[src/rtl/perf_counter_reader.sv]
// Performance-counter frame reader.
// On a start request in IDLE, all counters are captured into a snapshot in one
// edge. The snapshot is then streamed as a valid/ready frame: header, one word
// per counter, and an XOR checksum. A one-cycle done pulse follows the final
// accepted word.
module perf_counter_reader #(
  parameter int unsigned NUM_CNT = 18,
  parameter logic [15:0] MAGIC   = 16'hC0DE
) (
  input  logic                   clk,
  input  logic                   reset,
  input  logic                   start,
  input  logic [32*NUM_CNT-1:0]  cnt_in,
  input  logic                   out_ready,
  output logic                   out_valid,
  output logic [31:0]            out_data,
  output logic [5:0]             out_idx,
  output logic                   out_last,
  output logic                   busy,
  output logic                   done
);

  localparam logic [31:0] HEADER        = {MAGIC, 8'h00, 8'(NUM_CNT)};
  localparam logic [5:0]  LAST_DATA_IDX = 6'(NUM_CNT);

  typedef enum logic [2:0] {
    IDLE = 3'd0,
    HDR  = 3'd1,
    DATA = 3'd2,
    CSUM = 3'd3,
    DONE = 3'd4
  } state_t;

  state_t      state_q, state_d;
  logic [5:0]  idx_q, idx_d;
  logic [31:0] snap_q [NUM_CNT];
  logic [31:0] csum_q;
  logic [31:0] cnt_xor;
  logic [31:0] data_word;
  logic        capture;
  logic        xfer;

  // A frame is only launched from IDLE; start is ignored everywhere else.
  assign capture = (state_q == IDLE) && start;
  assign xfer    = out_valid && out_ready;

  // XOR of the live counter bus; registered together with the snapshot so the
  // checksum always describes exactly the captured words.
  always_comb begin
    cnt_xor = 32'h0;
    for (int i = 0; i < int'(NUM_CNT); i++) begin
      cnt_xor = cnt_xor ^ cnt_in[32*i +: 32];
    end
  end

  // Per-word snapshot registers, loaded only on the capture edge.
  generate
    for (genvar gi = 0; gi < int'(NUM_CNT); gi++) begin : g_snap
      always_ff @(posedge clk) begin
        if (reset) begin
          snap_q[gi] <= 32'h0;
        end else if (capture) begin
          snap_q[gi] <= cnt_in[32*gi +: 32];
        end
      end
    end
  endgenerate

  // Checksum register: header folded in with all captured counters.
  always_ff @(posedge clk) begin
    if (reset) begin
      csum_q <= 32'h0;
    end else if (capture) begin
      csum_q <= HEADER ^ cnt_xor;
    end
  end

  // State and word-index registers.
  always_ff @(posedge clk) begin
    if (reset) begin
      state_q <= IDLE;
      idx_q   <= 6'd0;
    end else begin
      state_q <= state_d;
      idx_q   <= idx_d;
    end
  end

  // Next-state logic: advance one word per accepted transfer.
  always_comb begin
    state_d = state_q;
    idx_d   = idx_q;
    case (state_q)
      IDLE: begin
        idx_d = 6'd0;
        if (start) state_d = HDR;
      end
      HDR: begin
        if (out_ready) begin
          state_d = DATA;
          idx_d   = 6'd1;
        end
      end
      DATA: begin
        if (out_ready) begin
          idx_d = idx_q + 6'd1;
          if (idx_q == LAST_DATA_IDX) state_d = CSUM;
        end
      end
      CSUM: begin
        if (out_ready) begin
          state_d = DONE;
          idx_d   = 6'd0;
        end
      end
      DONE: begin
        state_d = IDLE;
        idx_d   = 6'd0;
      end
      default: begin
        state_d = IDLE;
        idx_d   = 6'd0;
      end
    endcase
  end

  // Select the snapshot word for data index idx_q (word idx_q-1).
  always_comb begin
    data_word = 32'h0;
    for (int i = 0; i < int'(NUM_CNT); i++) begin
      if (idx_q == 6'(i + 1)) data_word = snap_q[i];
    end
  end

  // Output decode: payload fields are forced to zero whenever no word is offered.
  always_comb begin
    out_valid = 1'b0;
    out_data  = 32'h0;
    out_idx   = 6'd0;
    out_last  = 1'b0;
    busy      = (state_q != IDLE);
    done      = (state_q == DONE);
    case (state_q)
      HDR: begin
        out_valid = 1'b1;
        out_data  = HEADER;
        out_idx   = idx_q;
      end
      DATA: begin
        out_valid = 1'b1;
        out_data  = data_word;
        out_idx   = idx_q;
      end
      CSUM: begin
        out_valid = 1'b1;
        out_data  = csum_q;
        out_idx   = idx_q;
        out_last  = 1'b1;
      end
      default: begin
        out_valid = 1'b0;
      end
    endcase
  end

  // xfer is kept as a named handshake term for readability in waveforms.
  logic unused_xfer;
  assign unused_xfer = xfer;

endmodule

[config.mk]
export PLATFORM = sky130hd
export DESIGN_NAME = perf_counter_reader
export DESIGN_NICKNAME = d
export VERILOG_FILES = /design/src/rtl/perf_counter_reader.sv
export SDC_FILE = /design/constraint.sdc
export NUM_CORES = 1
export LEC_CHECK = 0
export ABC_AREA = 1
export CORE_AREA = 4 4 300 302
export DETAILED_ROUTE_END_ITERATION = 7
export DIE_AREA = 0 0 304 306
export GPL_TIMING_DRIVEN = 0
export HOLD_SLACK_MARGIN = 0.02
export PLACE_DENSITY = 0.69
export SETUP_SLACK_MARGIN = 0.2
export SKIP_CTS_REPAIR_TIMING = 1
export SYNTH_ARGS = -nofsm -noshare
export SYNTH_HDL_FRONTEND = slang
export SYNTH_SLANG_ARGS = --single-unit
[constraint.sdc]
create_clock -name clk -period 37.6 [get_ports clk]
set_input_delay 7.52 -clock clk [delete_from_list [all_inputs] [get_ports clk]]
set_output_delay 7.52 -clock clk [all_outputs]
set_load 0.01 [all_outputs]
== After elaboration in Yosys (flattened, before gate mapping) ==
Memories as Yosys holds them, arrays and structs flattened.
Index checks and enable logic that the tools add are counted.
Widths: inputs -> output; s select.

* Bits in writable memories: 576
* Output and inout bits: 42
* Word-level logic and storage cells: 129
* Memories: 1
* Register bits after elaboration: 41

{| class="wikitable"
|+ Memory list
! memory !! depth !! bits a word !! rd ports !! clocked after memory_dff !! write ports !! line !! source
|-
| snap_q || 18 || 32 || 18 || 0 || 18 || 36 || <nowiki>logic [31:0] snap_q [NUM_CNT];</nowiki>
|}

* Add/sub/neg operators: 1
* Muxes and demuxes: 55
* Reductions and logical operators: 6
* Bitwise gates (word level): 36
* Eq/ne operators: 27

{| class="wikitable"
|+ Operators with widths
! cell !! count
|-
| $mux 32 || 36
|-
| $xor 32x32->32 || 17
|-
| $pmux 32 s3 || 1
|-
| $eq 6x4->1 const B || 8
|-
| $eq 6x3->1 const B || 4
|-
| $mux 6 || 4
|-
| $eq 6x5->1 const B || 3
|-
| $or 1x1->1 || 18
|-
| $pmux 6 s3 || 1
|-
| $mux 3 || 5
|-
| $eq 6x2->1 const B || 2
|-
| $pmux 3 s4 || 1
|-
| $ne 2x2->1 const B || 5
|-
| $not 10->10 || 1
|-
| $mux 1 || 7
|-
| $add 6x1->6 const B || 1
|-
| $eq 3x2->1 const B || 2
|-
| $eq 6x1->1 const B || 1
|-
| $reduce_and 5->1 || 1
|-
| $eq 3x1->1 const B || 1
|-
| $eq 3x3->1 const B || 1
|-
| $logic_not 3->1 || 1
|-
| $reduce_and 3->1 || 1
|-
| $reduce_bool 3->1 || 1
|-
| other kinds (2) || 2
|}

== Longest topological paths before layout ==
Gate-level depths: netlist of run 1.

* Depth after elaboration: 20
* Mapped depth: 27

== Worst setup path after synthesis of run 1 ==
No wires, ideal clock.

* Path kind: input port to flip-flop
* Start point: input start
* End point: register csum_q[13]
* Setup slack: 15.483 ns
* Stages on the path: 8
* Required time: 37.474 ns
* Data arrival time: 21.991 ns
* Path buffers: 1
* Setup time: 0.126 ns
* Cells stage by stage: inv_1 nor2_1 inv_1 nand2_1 inv_1 clkbuf_1 nand2_1 o211ai_1

* Word-level cells in the longest chain between the ends: 1

{| class="wikitable"
|+ Ends and longest elaborated chain
! element !! line !! source
|-
| from (decl) || 12 || <nowiki>input logic start,</nowiki>
|-
| $logic_and 1x1->1 || 44 || <nowiki>assign capture = (state_q == IDLE) && start;</nowiki>
|-
| to (signal assigned) || 74 || <nowiki>csum_q <= HEADER ^ cnt_xor;</nowiki>
|-
| to (decl) || 37 || <nowiki>logic [31:0] csum_q;</nowiki>
|}

Every way passes these cells.
A chain may end at the register's enable or synchronous reset.

== Worst setup path in the final report of run 1 ==
* Start point: register idx_q[0]
* End point: output out_data[14]

* Word-level cells in the longest chain between the ends: 20
* Elaborated cells between the ends (all ways): 37
* Those cells by class: eq/ne: 18; mux: 19

{| class="wikitable"
|+ Ends and longest elaborated chain
! element !! line !! source
|-
| from (decl) || 35 || <nowiki>logic [5:0] idx_q, idx_d;</nowiki>
|-
| from (signal assigned) || 85 || <nowiki>idx_q <= idx_d;</nowiki>
|-
| $eq 6x1->1 || 131 || <nowiki>if (idx_q == 6'(i + 1)) data_word = snap_q[i];</nowiki>
|-
| $mux 32 (17 in series) || 131 ||
|-
| $mux 32 (*) || 131 ||
|-
| $pmux 32 s3 (*) || 143 || <nowiki>case (state_q)</nowiki>
|-
| to (decl) || 16 || <nowiki>output logic [31:0] out_data,</nowiki>
|}

Every way passes the cells marked *; elsewhere a longest branch is shown, timed or not.

==> qor.yml, run 1 <==
coreArea_mm2: 0.0877
die_w_um: 304
finalSetupTns_ps: 0
die_area_mm2: 0.0930
p_leak_nw: 20.3
irDropWorstVdd_mv: 0.0335
critPathCaptureType: "output port"
yosysTopAreaCell: "edfxtp_1"
synth_top_area_share_pct: 49.8
clkSlewWorstSetupHoldPaths_ps: 60
fin_nets: 5407
wl_mm: 171
critPathMaxFanout: 10
synth.net_count: 4704
ys_ff_latch: 617
rows: 109
crit_top_cell: "nand2_1"
power.total_mw: 2.39
numCtsBuffers: 71
synth_fa_ha_area_share_pct: 0.144
hold_viol: 0
critical-path-top-delay-family: "simple AND/OR/NAND/NOR gates"
synth_area_per_cell_um2: 8.43
crit_buf_inv: 3
drcViolationCount: 0
grt-ovfl-total: 0
io_buffers: 621
fin_crit_sh_pct: 34.4
ys.flop_type: "edfxtp_1"
wl_per_cell_um: 28.1
ys_types: 32
multi_input_area_mm2: 0.0133
placedInstanceArea_mm2: 0.0427
cp-start-kind: "flop"
grtUsageTotal_pct: 35.2
synth.top_cells.by_count: "nand2_1 (859), nor2_1 (782), inv_1 (690)"
path_cells: "inv_1, ha_1, nand2_1, nor2_2, buf_2, a21oi_1, nand2_1, nand2_1, nand3_1, nand2_1, nand3_1, nand3_1, nand3_1, nand2_1, nand3_1, nand3_1, nand2_1, nand2_1, nand2_1, nand2_1, nand2_1, clkdlybuf4s50_1"
via_per_inst: 5.22
final_layout_size_suffix_gt1_share_pct: 4.04
grt_antenna_before_repair: 60
seqCellArea_mm2: 0.0181
vias: 31759
synthArstFlopShare_pct: 0
arrival_ps: 5400
hp-class: "reg2reg"
worst_slew_pin_slew_ps: 1160
worstSetupPathType: "reg2out"
ant_nets: 0
synth_edf_count: 576
synth.most_common_cell: "nand2_1"
cts.path.max_buffers: 3
cts_htree_levels: 3
root_buffer: "clkbuf_16"
seq_area_frac_synth_pct: 52.2
io_pins: 622
grt_pass1_vias: 29498
synth_compound_area_share_pct: 2.94
grt_pass1_wl_mm: 225
report.final.slew_viol_count: 0
start_util_pct: 39.6
drv_cap: 0
cts_tree: "done"
gp_congestion: 0.995
relSlewSlack_pct: 22.7
grt_max_degree: 69
num-fill-cells: 8320
cts_sinks: 617
fmaxAchievable_ghz: 0.0774
crit_path_top_delay_cell: "nor2_2"
clock_latency_ps: 630
crit_required_ps: 30080
critPathMaxStageDelay_ps: 640
synth_xor_area_share_pct: 13.0
outcome: "finished clean"
powerDensity_mw_per_mm2: 53.2
area_delta_synth_final_pct: 29.4
finalCriticalPeriod_ps: 12920
final.setup_skew_ps: 22.1
dr.pass1.iters: 7
yosys-top-cells-area: "edfxtp_1 (50%), nand2_1 (9.3%), nor2_1 (8.4%)"
first_iter_violations: 4949
final-setup-viol-count: 0
fp.dieH_um: 306
dpl.hpwl_mm: 138
synth_top_family_by_area: "simple AND/OR/NAND/NOR gates"
muxShareOfSynthArea_pct: 0
netlist_instances: 4120
grt_setup_unrepaired: "false"
synthSimpleGateAreaFrac_pct: 22.3
synth_area_mm2: 0.0347
ys_warn_count: 0
final_area_mm2: 0.0450
[final cells by class]
type | instances | share of cell area (%)
flip-flops and latches | 617 | 40.3
multi-input cells | 2634 | 29.6
repair buffers | 630 | 14.4
inverters | 698 | 5.83
clock buffers | 91 | 4.33
well taps | 1165 | 3.24
plain buffers | 171 | 1.54
clock inverters | 40 | 0.584
diodes | 37 | 0.206
[routing by layer]
metal / vias up / wire length [um] / global-route usage (%)
met3: 352 / 22200 / 10.0
met5: - / 314 / 0
met1: 15019 / 62100 / 44.4
met2: 2247 / 75300 / 54.8
met4: 46 / 10900 / 19.1
li1: 14095 / - / -
[state kept, by name, summed over array words and instances, names as in the netlist]
name and count:
snap_q 576, csum_q 32, idx_q 6, state_q 3
[worst register-to-register path: stages (launching register included)]
cell and delay (ps):
dfxtp_1 370, inv_1 160, nand2_1 160, nor2_1 60, inv_1 110, nor2_1 130, inv_2 330, clkbuf_1 490
clkbuf_1 920, nor2_1 100
[path summary, 6_finish.rpt]
kind / cells after the start / endpoint / startpoint / slack, ps
worst max-delay path: 22 / out_data[14] / idx_q[0] / 24680
worst min-delay path: 2 / csum_q[31] / csum_q[31] / 460
worst max register to register: 9 / snap_q[1][31] / state_q[1] / 34460
worst min register to register: 2 / csum_q[31] / csum_q[31] / 460
[cell families (layout without fill, tap and decap cells)]
group           after synthesis  count (layout)
other cells                   0              37
compound gates              193             193
simple gates               1923            1923
flops                       617             617
buf+inv                     869            1630
fa+ha+maj                     4               4
xor+xnor                    514             514
[metrics by stage]
stage                     utilization [%]  setup WS [ps]  hold WS, ps  std cells
after floorplan                         -          15480          423       4120
after global placement               48.4           7750          439       5906
after detailed placement             48.6          25510          446       5915
after CTS                            51.2          24830          461       6046
after global routing                 51.2          24660          479       6054
final                                51.3          24680          461       6083
[power breakdown]
group | internal [mW] | switching [mW]
Combinational | 0.211 | 0.486
Clock | 0.387 | 0.298
Sequential | 0.957 | 0.0536
Total | 1.55 | 0.837
[placed cells by master, fill, tap and decap left out, drive strengths merged, types with 4 or more instances in the layout]
cell type,count
nand4,20
nor2,789
clkdlybuf4s50,621
o21ai,78
diode,37
nand3,166
edfxtp,576
clkinv,35
o211ai,17
buf,42
clkbuf,229
nand2,861
xor2,210
dfxtp,41
a21oi,94
nand3b,4
or2,77
xnor2,304
inv,700
ha,4
Power figures use the tool's default switching activity.
==> inputs of run 2 (changes only) <==
- clock period: 37.6 -> 12.91 ns (I/O delays scaled with it)
==> run 2 against run 1 <==
  * First-iteration DRC count grew 3.3%
  * Final cell count is essentially flat
  * Routed wire length shrank 1.3%
  * Sequential power grew to 2.9 times the previous value
  * Clock power grew to 3.1 times the previous value
  * Design area is essentially flat
  * Highest routed layer unchanged
==> qor.yml, run 2 (synthesized netlist as in run 1, its figures left out) <==
outcome: "finished clean"
grt_max_degree: 125  # +81%
first_iter_violations: 5114  # +3.3%
io_buffers: 621  # unchanged
grtUsageTotal_pct: 34.7  # -0.41 points
vias: 31859  # +0.31%
wl_per_cell_um: 27.7  # -1.4%
p_leak_nw: 20.3  # about the same
die_area_mm2: 0.0930  # unchanged
via_per_inst: 5.23  # +0.27%
critPathMaxFanout: 10  # unchanged
final.setup_skew_ps: 17.7  # -4.40 ps
gp_congestion: 0.991  # -0.39%
dpl.hpwl_mm: 136  # -1.5%
hold_slack_ps: 457  # -3.61 ps
r2r_end: "snap_q[8][31]"
root_buffer: "clkbuf_16"
final_layout_size_suffix_gt1_share_pct: 3.96  # -0.078 points
crit_path_top_delay_cell: "clkbuf_1"
crit_required_ps: 10330  # -19750 ps
switching_share_pct: 34.6  # -0.42 points
hold_viol: 0  # unchanged
io_pins: 622  # unchanged
start_util_pct: 39.6  # unchanged
cp-start-kind: "flop"
clkSlewWorstSetupHoldPaths_ps: 60  # about the same
fin_nets: 5405  # -0.037%
seqPwrFrac_pct: 41.9  # -0.4 points
stdcell_count: 6086  # +0.049%
coreArea_mm2: 0.0877  # unchanged
place_ws_ps: 5790  # -19710 ps
grt_antenna_before_repair: 71  # +18%
numCtsBuffers: 72  # +1.4%
path_cells: "inv_1, ha_1, nand2_1, nor2_2, clkbuf_1, nand2_1, nand2_1, nand2_1, nand3_1, nand2_1, nand3_1, nand2_1, nand2_1, nand2_1, nand2_1, nand2_1, nand3_1, nand3_1, nand2_1, nand2_1, nand2_1, nand2_1, nand2_1, clkdlybuf4s50_1"
most-common-layout-cells: "nand2_1 (858), nor2_1 (782), inv_1 (690), clkdlybuf4s50_1 (621), edfxtp_1 (576)"
crit_top_cell: "nand2_1"
relSlewSlack_pct: 18.2  # -4.6 points
setup.worst_path.start: "idx_q[0]"
die_w_um: 304  # unchanged
drcViolationCount: 0  # unchanged
arrival_ps: 5350  # -50 ps
fp.dieH_um: 306  # unchanged
critPathCaptureType: "output port"
fin_crit_sh_pct: 61.5
finalCriticalPeriod_ps: 7930
layout_commonest_cell: "nand2_1"
p_int_mw: 4.60  # +200%
worstHoldStart: "csum_q[31]"
grt-ovfl-total: 0  # unchanged
post-route-util_pct: 51.3  # about the same
p_sw_mw: 2.43  # +190%
ant_nets: 0  # unchanged
rows: 109  # unchanged
cts_tree: "done"
crit_buf_inv: 3  # unchanged
grt_pass1_vias: 29215  # -0.96%
irDropWorstVdd_mv: 0.0986  # +190%
report.final.slew_viol_count: 0  # unchanged
dr.pass1.iters: 7  # unchanged
hp-class: "reg2reg"
area_delta_synth_final_pct: 29.6  # about the same
drv_cap: 0  # unchanged
placedCellCount: 5912  # -0.051%
final.setup.worst_slack_ps: 4980  # -19710 ps
power_frac_clock_pct: 29.8  # +1.2 points
min_to: "csum_q[31]"
hold_depth: 2  # unchanged
reg.largest.list: "snap_q (576), csum_q (32), idx_q (6)"
reg2reg_slack_ps: 9690  # -24770 ps
clock_latency_ps: 630  # about the same
cts.path.max_buffers: 3  # unchanged
combPwrFrac_pct: 28.3  # -0.8 points
r2r_start: "state_q[1]"
worstSetupPathType: "reg2out"
fmaxAchievable_ghz: 0.126
grt_setup_unrepaired: "false"
powerDensity_mw_per_mm2: 156  # +190%
cts_htree_levels: 3  # unchanged
critPathMaxStageDelay_ps: 620  # -20 ps
final-setup-viol-count: 0  # unchanged
finalSetupTns_ps: 0  # unchanged
cts_sinks: 617  # unchanged
largest_reg_flops: 576  # unchanged
num-fill-cells: 8277  # -0.52%
largest-register: "snap_q"
critical-path-top-delay-family: "simple AND/OR/NAND/NOR gates"
wl_mm: 169  # -1.3%
grt_pass1_wl_mm: 223  # -0.91%
reg2regPathDepth: 9  # unchanged
worst_slew_pin_slew_ps: 1220  # +59.5 ps
==> run 2: per-stage QoR <==
stage                     cell area (um2)  total power, mW
final                               45000             7.03
after global routing                44900             7.21
after CTS                           44900             6.93
after detailed placement            42600             4.89
after global placement              42400             5.03
after floorplan                     34700             3.96
==> run 2: cell type report <==
type                       instances  area (um2)  area share, %
antenna                           45         113          0.250
buffer                           171         694           1.54
sequential                       617       18100           40.3
inverter                         698        2620           5.82
multi-input combinational       2634       13300           29.6
clock buffer                      94        1950           4.33
clock inverter                    35         352          0.781
tap                             1165        1460           3.24
timing repair buffer             627        6380           14.2
==> run 2: layer usage <==
layer / share of wire [%] / track usage [%] / vias to the layer above
met3: 13 / 10.8 / 443
met5: 0.21 / 0 / -
met1: 36 / 43.6 / 14976
met2: 44 / 53.3 / 2287
met4: 6.9 / 19.9 / 56
li1: - / - / 14097
==> run 2: how the worst max path moves through the flow <==
stage                               to  slack [ps]  cells past startpoint
final                      out_data[8]        4980                     24
after global routing      out_data[15]        4870                     24
after CTS                 out_data[15]        5100                     24
after detailed placement  out_data[15]        5790                     24
after global placement      csum_q[22]       -2860                      9
after floorplan             csum_q[21]        1840                      8
==> run 2: worst register-to-register path, stage by stage (launching register included) <==
cell	delay, ps
dfxtp_1	350
inv_1	160
nand2_1	170
nor2_1	60
inv_1	160
nor2_1	150
inv_2	340
clkbuf_1	550
clkbuf_1	880
nor2_1	120
==> run 2: power by group through the flow <==
stage / combinational (mW) / sequential, mW / clock [mW]
6_report: 1.99 / 2.94 / 2.09
5_1_grt: 2.07 / 2.97 / 2.16
4_1_cts: 1.93 / 2.93 / 2.07
3_5_place_dp: 1.93 / 2.97 / 0
3_3_place_gp: 1.88 / 3.15 / 0
2_1_floorplan: 0.926 / 3.04 / 0
